<file path="config.mk">
export PLATFORM = sky130hd
export DESIGN_NAME = vga_frame_scanner
export DESIGN_NICKNAME = d
export VERILOG_FILES = /design/src/rtl/vga_frame_scanner_pkg.sv /design/src/rtl/vga_sync_counter.sv /design/src/rtl/vga_frame_scanner.sv
export SDC_FILE = /design/constraint.sdc
export NUM_CORES = 1
export LEC_CHECK = 0
export CAP_MARGIN = 20
export CORE_ASPECT_RATIO = 1.2
export CORE_MARGIN = 2
export CORE_UTILIZATION = 55
export DETAILED_ROUTE_END_ITERATION = 10
export DONT_BUFFER_PORTS = 1
export PLACE_DENSITY_LB_ADDON = 0.25
export SYNTH_ARGS = -nofsm -noshare
export SYNTH_HDL_FRONTEND = slang
export SYNTH_SLANG_ARGS = --single-unit
</file>
<file path="constraint.sdc">
create_clock -name Clock -period 2.98 [get_ports Clock]
set_input_delay 0.745 -clock Clock [delete_from_list [all_inputs] [get_ports Clock]]
set_output_delay 0.745 -clock Clock [all_outputs]
set_load 0.01 [all_outputs]
</file>
<file path="src/rtl/vga_frame_scanner_pkg.sv">
// Shared definitions for the VGA frame scanner: colour codes, default 640x480@60 timing,
// cell geometry, raster phase encoding and the per-pixel flag bundle carried down the pipeline.
package vga_frame_scanner_pkg;

    localparam logic [2:0] COLOR_BLACK   = 3'b000;
    localparam logic [2:0] COLOR_BLUE    = 3'b001;
    localparam logic [2:0] COLOR_GREEN   = 3'b010;
    localparam logic [2:0] COLOR_CYAN    = 3'b011;
    localparam logic [2:0] COLOR_RED     = 3'b100;
    localparam logic [2:0] COLOR_MAGENTA = 3'b101;
    localparam logic [2:0] COLOR_YELLOW  = 3'b110;
    localparam logic [2:0] COLOR_WHITE   = 3'b111;

    localparam int H_VIS_DEF  = 640;
    localparam int H_FP_DEF   = 16;
    localparam int H_SYNC_DEF = 96;
    localparam int H_BP_DEF   = 48;
    localparam int V_VIS_DEF  = 480;
    localparam int V_FP_DEF   = 10;
    localparam int V_SYNC_DEF = 2;
    localparam int V_BP_DEF   = 33;

    localparam int CELL_COLS  = 80;
    localparam int CELL_ROWS  = 60;
    localparam int CELL_SHIFT = 3;
    localparam int ADDR_W     = 13;
    localparam int CNT_W      = 10;
    localparam int DIV_W      = 2;

    typedef enum logic [1:0] {
        PH_ACTIVE,
        PH_FRONT,
        PH_SYNC,
        PH_BACK
    } phase_e;

    typedef struct packed {
        logic visible;
        logic hsync;
        logic vsync;
        logic frame_start;
        logic border;
    } pipe_t;

    localparam pipe_t PIPE_IDLE = '{visible: 1'b0, hsync: 1'b1, vsync: 1'b1,
                                    frame_start: 1'b0, border: 1'b0};

    // cell_y*80 built from two shifts so no multiplier is inferred
    function automatic logic [ADDR_W-1:0] cell_address(input logic [6:0] cell_x,
                                                       input logic [5:0] cell_y);
        logic [ADDR_W-1:0] row;
        row = {7'd0, cell_y};
        return (row << 6) + (row << 4) + {6'd0, cell_x};
    endfunction

endpackage

</file>
<file path="src/rtl/vga_sync_counter.sv">
// Pixel-tick divider, hcount/vcount raster counters and H/V phase FSMs producing raw sync/visible flags.
// With VGA_BORDER_EN defined the outermost visible rows/columns are also flagged for the white border.
module vga_sync_counter
    import vga_frame_scanner_pkg::*;
#(
    parameter int CLK_DIV = 2,
    parameter int H_VIS   = H_VIS_DEF,
    parameter int H_FP    = H_FP_DEF,
    parameter int H_SYNC  = H_SYNC_DEF,
    parameter int H_BP    = H_BP_DEF,
    parameter int V_VIS   = V_VIS_DEF,
    parameter int V_FP    = V_FP_DEF,
    parameter int V_SYNC  = V_SYNC_DEF,
    parameter int V_BP    = V_BP_DEF
) (
    input  logic       Clock,
    input  logic       Reset,
    output logic       tick,
    output logic [6:0] cell_x,
    output logic [5:0] cell_y,
    output pipe_t      raw
);

    localparam int H_TOTAL = H_VIS + H_FP + H_SYNC + H_BP;
    localparam int V_TOTAL = V_VIS + V_FP + V_SYNC + V_BP;

    localparam logic [DIV_W-1:0] DIV_LAST     = DIV_W'(CLK_DIV - 1);
    localparam logic [CNT_W-1:0] H_ACT_LAST   = CNT_W'(H_VIS - 1);
    localparam logic [CNT_W-1:0] H_FP_LAST    = CNT_W'(H_VIS + H_FP - 1);
    localparam logic [CNT_W-1:0] H_SYNC_LAST  = CNT_W'(H_VIS + H_FP + H_SYNC - 1);
    localparam logic [CNT_W-1:0] H_LAST       = CNT_W'(H_TOTAL - 1);
    localparam logic [CNT_W-1:0] V_ACT_LAST   = CNT_W'(V_VIS - 1);
    localparam logic [CNT_W-1:0] V_FP_LAST    = CNT_W'(V_VIS + V_FP - 1);
    localparam logic [CNT_W-1:0] V_SYNC_LAST  = CNT_W'(V_VIS + V_FP + V_SYNC - 1);
    localparam logic [CNT_W-1:0] V_LAST       = CNT_W'(V_TOTAL - 1);
    localparam logic [CNT_W-1:0] V_BLANK_LINE = CNT_W'(V_VIS);

    logic [DIV_W-1:0] div_q, div_d;
    logic [CNT_W-1:0] hcount_q, hcount_d;
    logic [CNT_W-1:0] vcount_q, vcount_d;
    phase_e           h_phase_q, h_phase_d;
    phase_e           v_phase_q, v_phase_d;
    logic             line_end;

    always_ff @(posedge Clock or negedge Reset) begin
        if (!Reset) begin
            div_q     <= '0;
            hcount_q  <= '0;
            vcount_q  <= '0;
            h_phase_q <= PH_ACTIVE;
            v_phase_q <= PH_ACTIVE;
        end else begin
            div_q     <= div_d;
            hcount_q  <= hcount_d;
            vcount_q  <= vcount_d;
            h_phase_q <= h_phase_d;
            v_phase_q <= v_phase_d;
        end
    end

    always_comb begin
        tick     = (div_q == DIV_LAST);
        line_end = tick && (hcount_q == H_LAST);
        div_d    = tick ? '0 : div_q + 1'b1;
        hcount_d = hcount_q;
        vcount_d = vcount_q;
        if (tick) begin
            hcount_d = line_end ? '0 : hcount_q + 1'b1;
        end
        if (line_end) begin
            vcount_d = (vcount_q == V_LAST) ? '0 : vcount_q + 1'b1;
        end
    end

    // Phases step on the same tick as the counter crossing, so they always agree with hcount/vcount
    always_comb begin
        h_phase_d = h_phase_q;
        v_phase_d = v_phase_q;
        if (tick) begin
            case (h_phase_q)
                PH_ACTIVE: if (hcount_q == H_ACT_LAST)  h_phase_d = PH_FRONT;
                PH_FRONT:  if (hcount_q == H_FP_LAST)   h_phase_d = PH_SYNC;
                PH_SYNC:   if (hcount_q == H_SYNC_LAST) h_phase_d = PH_BACK;
                default:   if (line_end)                h_phase_d = PH_ACTIVE;
            endcase
        end
        if (line_end) begin
            case (v_phase_q)
                PH_ACTIVE: if (vcount_q == V_ACT_LAST)  v_phase_d = PH_FRONT;
                PH_FRONT:  if (vcount_q == V_FP_LAST)   v_phase_d = PH_SYNC;
                PH_SYNC:   if (vcount_q == V_SYNC_LAST) v_phase_d = PH_BACK;
                default:   if (vcount_q == V_LAST)      v_phase_d = PH_ACTIVE;
            endcase
        end
    end

    always_comb begin
        cell_x          = hcount_q[9:3];
        cell_y          = vcount_q[8:3];
        raw.visible     = (h_phase_q == PH_ACTIVE) && (v_phase_q == PH_ACTIVE);
        raw.hsync       = (h_phase_q != PH_SYNC);
        raw.vsync       = (v_phase_q != PH_SYNC);
        raw.frame_start = (hcount_q == '0) && (vcount_q == V_BLANK_LINE);
`ifdef VGA_BORDER_EN
        raw.border      = (hcount_q == '0) || (hcount_q == H_ACT_LAST) ||
                          (vcount_q == '0) || (vcount_q == V_ACT_LAST);
`else
        raw.border      = 1'b0;
`endif
    end

endmodule

</file>
<file path="src/rtl/vga_frame_scanner.sv">
// VGA read side of the 80x60-cell video RAM: cell address fetch, two-tick colour/sync pipeline, frame-start pulse.
// Optional VGA_BORDER_EN white border is flagged by vga_sync_counter; latency is identical in both builds.
module vga_frame_scanner
    import vga_frame_scanner_pkg::*;
#(
    parameter int CLK_DIV = 2,
    parameter int H_VIS   = H_VIS_DEF,
    parameter int H_FP    = H_FP_DEF,
    parameter int H_SYNC  = H_SYNC_DEF,
    parameter int H_BP    = H_BP_DEF,
    parameter int V_VIS   = V_VIS_DEF,
    parameter int V_FP    = V_FP_DEF,
    parameter int V_SYNC  = V_SYNC_DEF,
    parameter int V_BP    = V_BP_DEF
) (
    input  logic              Clock,
    input  logic              Reset,
    output logic [ADDR_W-1:0] oReadAddress,
    input  logic [2:0]        iReadData,
    output logic [2:0]        oRGB,
    output logic              oHSync,
    output logic              oVSync,
    output logic              oFrameStart
);

    logic              tick;
    logic [6:0]        cell_x;
    logic [5:0]        cell_y;
    pipe_t             raw;
    logic [ADDR_W-1:0] addr_q, addr_d;
    pipe_t             stage1_q, stage1_d, stage2_q, stage2_d;
    logic [2:0]        data_q, data_d, rgb_q, rgb_d;
    logic              hsync_q, hsync_d, vsync_q, vsync_d;
    logic              frame_start_q, frame_start_d;

    vga_sync_counter #(
        .CLK_DIV (CLK_DIV),
        .H_VIS   (H_VIS),
        .H_FP    (H_FP),
        .H_SYNC  (H_SYNC),
        .H_BP    (H_BP),
        .V_VIS   (V_VIS),
        .V_FP    (V_FP),
        .V_SYNC  (V_SYNC),
        .V_BP    (V_BP)
    ) u_sync (
        .Clock  (Clock),
        .Reset  (Reset),
        .tick   (tick),
        .cell_x (cell_x),
        .cell_y (cell_y),
        .raw    (raw)
    );

    always_ff @(posedge Clock or negedge Reset) begin
        if (!Reset) begin
            addr_q        <= '0;
            stage1_q      <= PIPE_IDLE;
            stage2_q      <= PIPE_IDLE;
            data_q        <= COLOR_BLACK;
            rgb_q         <= COLOR_BLACK;
            hsync_q       <= 1'b1;
            vsync_q       <= 1'b1;
            frame_start_q <= 1'b0;
        end else begin
            addr_q        <= addr_d;
            stage1_q      <= stage1_d;
            stage2_q      <= stage2_d;
            data_q        <= data_d;
            rgb_q         <= rgb_d;
            hsync_q       <= hsync_d;
            vsync_q       <= vsync_d;
            frame_start_q <= frame_start_d;
        end
    end

    // Address is frozen during blanking; the colour select keys off visible first so RAM X never leaks out
    always_comb begin
        addr_d        = addr_q;
        stage1_d      = stage1_q;
        stage2_d      = stage2_q;
        data_d        = data_q;
        rgb_d         = rgb_q;
        hsync_d       = hsync_q;
        vsync_d       = vsync_q;
        frame_start_d = 1'b0;
        if (tick) begin
            if (raw.visible) begin
                addr_d = cell_address(cell_x, cell_y);
            end
            stage1_d      = raw;
            stage2_d      = stage1_q;
            data_d        = iReadData;
            rgb_d         = !stage2_q.visible ? COLOR_BLACK :
                            (stage2_q.border ? COLOR_WHITE : data_q);
            hsync_d       = stage2_q.hsync;
            vsync_d       = stage2_q.vsync;
            frame_start_d = stage2_q.frame_start;
        end
    end

    assign oReadAddress = addr_q;
    assign oRGB         = rgb_q;
    assign oHSync       = hsync_q;
    assign oVSync       = vsync_q;
    assign oFrameStart  = frame_start_q;

endmodule

</file>
==> results of run 1 <==
-- worst max-delay path, stage by stage, from the launching register on --
cell and delay (ps):
dfrtp_1 500, inv_1 140, fa_1 490, inv_1 60, ha_1 290, a21o_1 160, a21oi_1 280, o21bai_1 100
a211o_1 300, a22o_1 170
-- flip-flops by register name, indices dropped and copies added (netlist names), 3 cells and up --
name             count
data_q               3
oRGB                 3
oReadAddress        13
stage1_q             4
stage2_q             4
u_sync.hcount_q     10
u_sync.vcount_q     10
-- stage by stage --
| step | hold slack (ps) | cells | util (%) |
|---|---|---|---|
| 6_report | 120 | 375 | 59.6 |
| 5_1_grt | 91.1 | 375 | 59.6 |
| 4_1_cts | 102 | 375 | 59.6 |
| 3_5_place_dp | 445 | 367 | 57.8 |
| 3_3_place_gp | 440 | 367 | 57.8 |
| 2_1_floorplan | 435 | 319 | - |
-- cells in the mapped netlist (all sizes together) (7+ instances only) --
cell type  number
nand2          59
dfrtp          50
ha             22
o21ai          22
inv            21
nor2           15
nand3          12
clkbuf         11
xnor2          11
nor3           10
mux2            8
a21oi           7
-- power by group --
group,leakage [nW],switching (mW),total (mW),internal [mW]
combinational,0.681,0.00173,0.00359,0.00186
clock,0.0452,0.255,0.427,0.172
sequential,0.719,0.00346,0.767,0.764
total,1.44,0.260,1.20,0.938
-- kinds of logic after synthesis --
logic type,after synthesis
xor gates and xnor gates,13
muxes,8
AOI/OAI and AO/OA,51
and+or+nand+nor,129
buffers and inverters,38
DFF,56
adders and majority gates,24
-- cells in the final DEF (no fill, tap or decap), drive strengths merged, types with 6 or more instances in the layout --
| cell | count |
|---|---|
| nor2 | 15 |
| ha | 22 |
| a21oi | 7 |
| nand3 | 12 |
| nand2 | 59 |
| xnor2 | 11 |
| o21ai | 22 |
| nor3 | 10 |
| nand4 | 6 |
| mux2 | 8 |
| dfstp | 6 |
| dfrtp | 50 |
| inv | 23 |
-- worst max-delay path by stage --
stage                                   startpoint  slack [ps]                      endpoint  cells past startpoint
finish              u_sync.vcount_q[5]$_DFFE_PN0N_         400  oReadAddress[10]$_DFFE_PN0P_                      9
global route        u_sync.hcount_q[9]$_DFFE_PN0P_         190  oReadAddress[10]$_DFFE_PN0P_                      9
CTS                 u_sync.vcount_q[5]$_DFFE_PN0N_         380  oReadAddress[10]$_DFFE_PN0P_                      9
detailed placement  u_sync.vcount_q[3]$_DFFE_PN0N_         450  oReadAddress[10]$_DFFE_PN0P_                      9
global placement    u_sync.vcount_q[5]$_DFFE_PN0N_         500  oReadAddress[10]$_DFFE_PN0P_                      9
floorplan           u_sync.vcount_q[3]$_DFFE_PN0N_         490  oReadAddress[10]$_DFFE_PN0P_                     10
-- routing by layer --
metal  global-route usage (%)  wire [um]  up-vias
met5                        0          0        -
li1                         -          -     1088
met3                     3.88        246        5
met1                     27.4       2460      992
met2                     28.6       2460       45
met4                     4.97         33        0
-- cell type report --
class,count,area (um^2)
clock inverter,3,25.0
fill,480,2160
tap,62,77.6
timing repair buffer,3,22.5
multi-input combinational,225,1500
inverter,21,78.8
clock buffer,5,68.8
sequential,56,1410
==> results.tsv, run 1 <==
metric	value	unit
finalNetCount	341	
rows	29	
synthCells	319	
synthXorXnorAreaFrac	3.72	%
power.leakage	1.44	nW
setup_viol	0	
drv_slew	0	
gr-usage-all-layers	18.8	%
fin_tns_setup	0	ps
clock_latency	310	ps
synthesis.area	3060	um^2
grt_max_degree	57	
ys_top_cells_by_area	dfrtp_1 41%, ha_1 9.0%, nand2_1 7.2%	
pre_cts_slack	447	ps
place_hpwl	3700	um
worst_ep_required_time	3180	ps
status	completed	
cts_max_level	2	
critPathLaunchType	register	
synth_top_family_by_area	simple AND/OR/NAND/NOR gates	
numCtsBuffers	5	
cp_max_fo	6	
fin_crit	2580	ps
relSlewSlack	65.0	%
die_w	72.1	um
clock.fmax	0.388	GHz
ir_drop	0.000182	V
core	5330	um^2
post_dp_cell_area	3080	um^2
cts_resized	0	
wirelength	5200	um
reg2reg_depth	9	
syn_area_per_cell	9.59	um^2
areaGrowthSynthToFinish	3.89	%
yosys_warnings	0	
synth-compound-area-share	10.6	%
wl_per_cell	13.9	um
yosys.cell_types.count	53	
total_power	1.20	mW
postRouteAntennaNets	0	
grt_pass1_vias	2056	
cts_max_path_buffers	2	
numPortBuffers	0	
die_y	85.7	um
drt_first_pass_iters	4	
endpoint_kind	register	
synthFlopType	dfrtp_1	
drcViolationCount	0	
die_area	6170	um^2
cts_setup_buffers	0	
syn_nets	348	
yosysSeqAreaShare	46.1	%
antenna_found_initial	0	
r2r_end	oReadAddress[10]$_DFFE_PN0P_	
cellPowerDensity	377	nW/um^2
layout_setup_ws	401	ps
ff2ff_setup_slack	400	ps
timing.final.crit_share	86.5	%
grt_pass1_wl	9380	um
tightest_slew	523	ps
drive_gt1_share	9.58	%
synth_top_area_share	40.9	%
overflow	0	
yosysTopAreaCell	dfrtp_1	
fin_skew	8.99	ps
vias_per_cell	5.68	
criticalPathCategory	reg -> reg	
synth-async-reset-ratio	100	%
vias	2130	
ys_ff_latch	56	
synthSimpleGateAreaFrac	21.3	%
root_buffer	clkbuf_8	
holdBufCountCts	0	
synthAdderAreaFrac	10.3	%
cts_tree	done	
cp_data_arrival_time	2780	ps
gp_congestion	0.870	
initial_core_util	57.3	%
synthMuxAreaShare	2.95	%
final_area	3180	um^2
maxCapViolations	0	
diodes	0	
finalHoldViolations	0	
synth-edff-count	0	
rsz0062_at_grt	no	
drtIter0Drc	113	
path_clk_slew	110	ps
num_io_pins	24	
r2r_start	u_sync.vcount_q[5]$_DFFE_PN0N_	
clock-sinks	56	
hold_class	in -> async	
No activity file was read; power rests on OpenSTA's default activity.
==> run 2: changes to the inputs <==
CAP_MARGIN = default   (was 20)
==> results of run 2 <==
Final layout, timing and power as in run 1 (identical DEF).
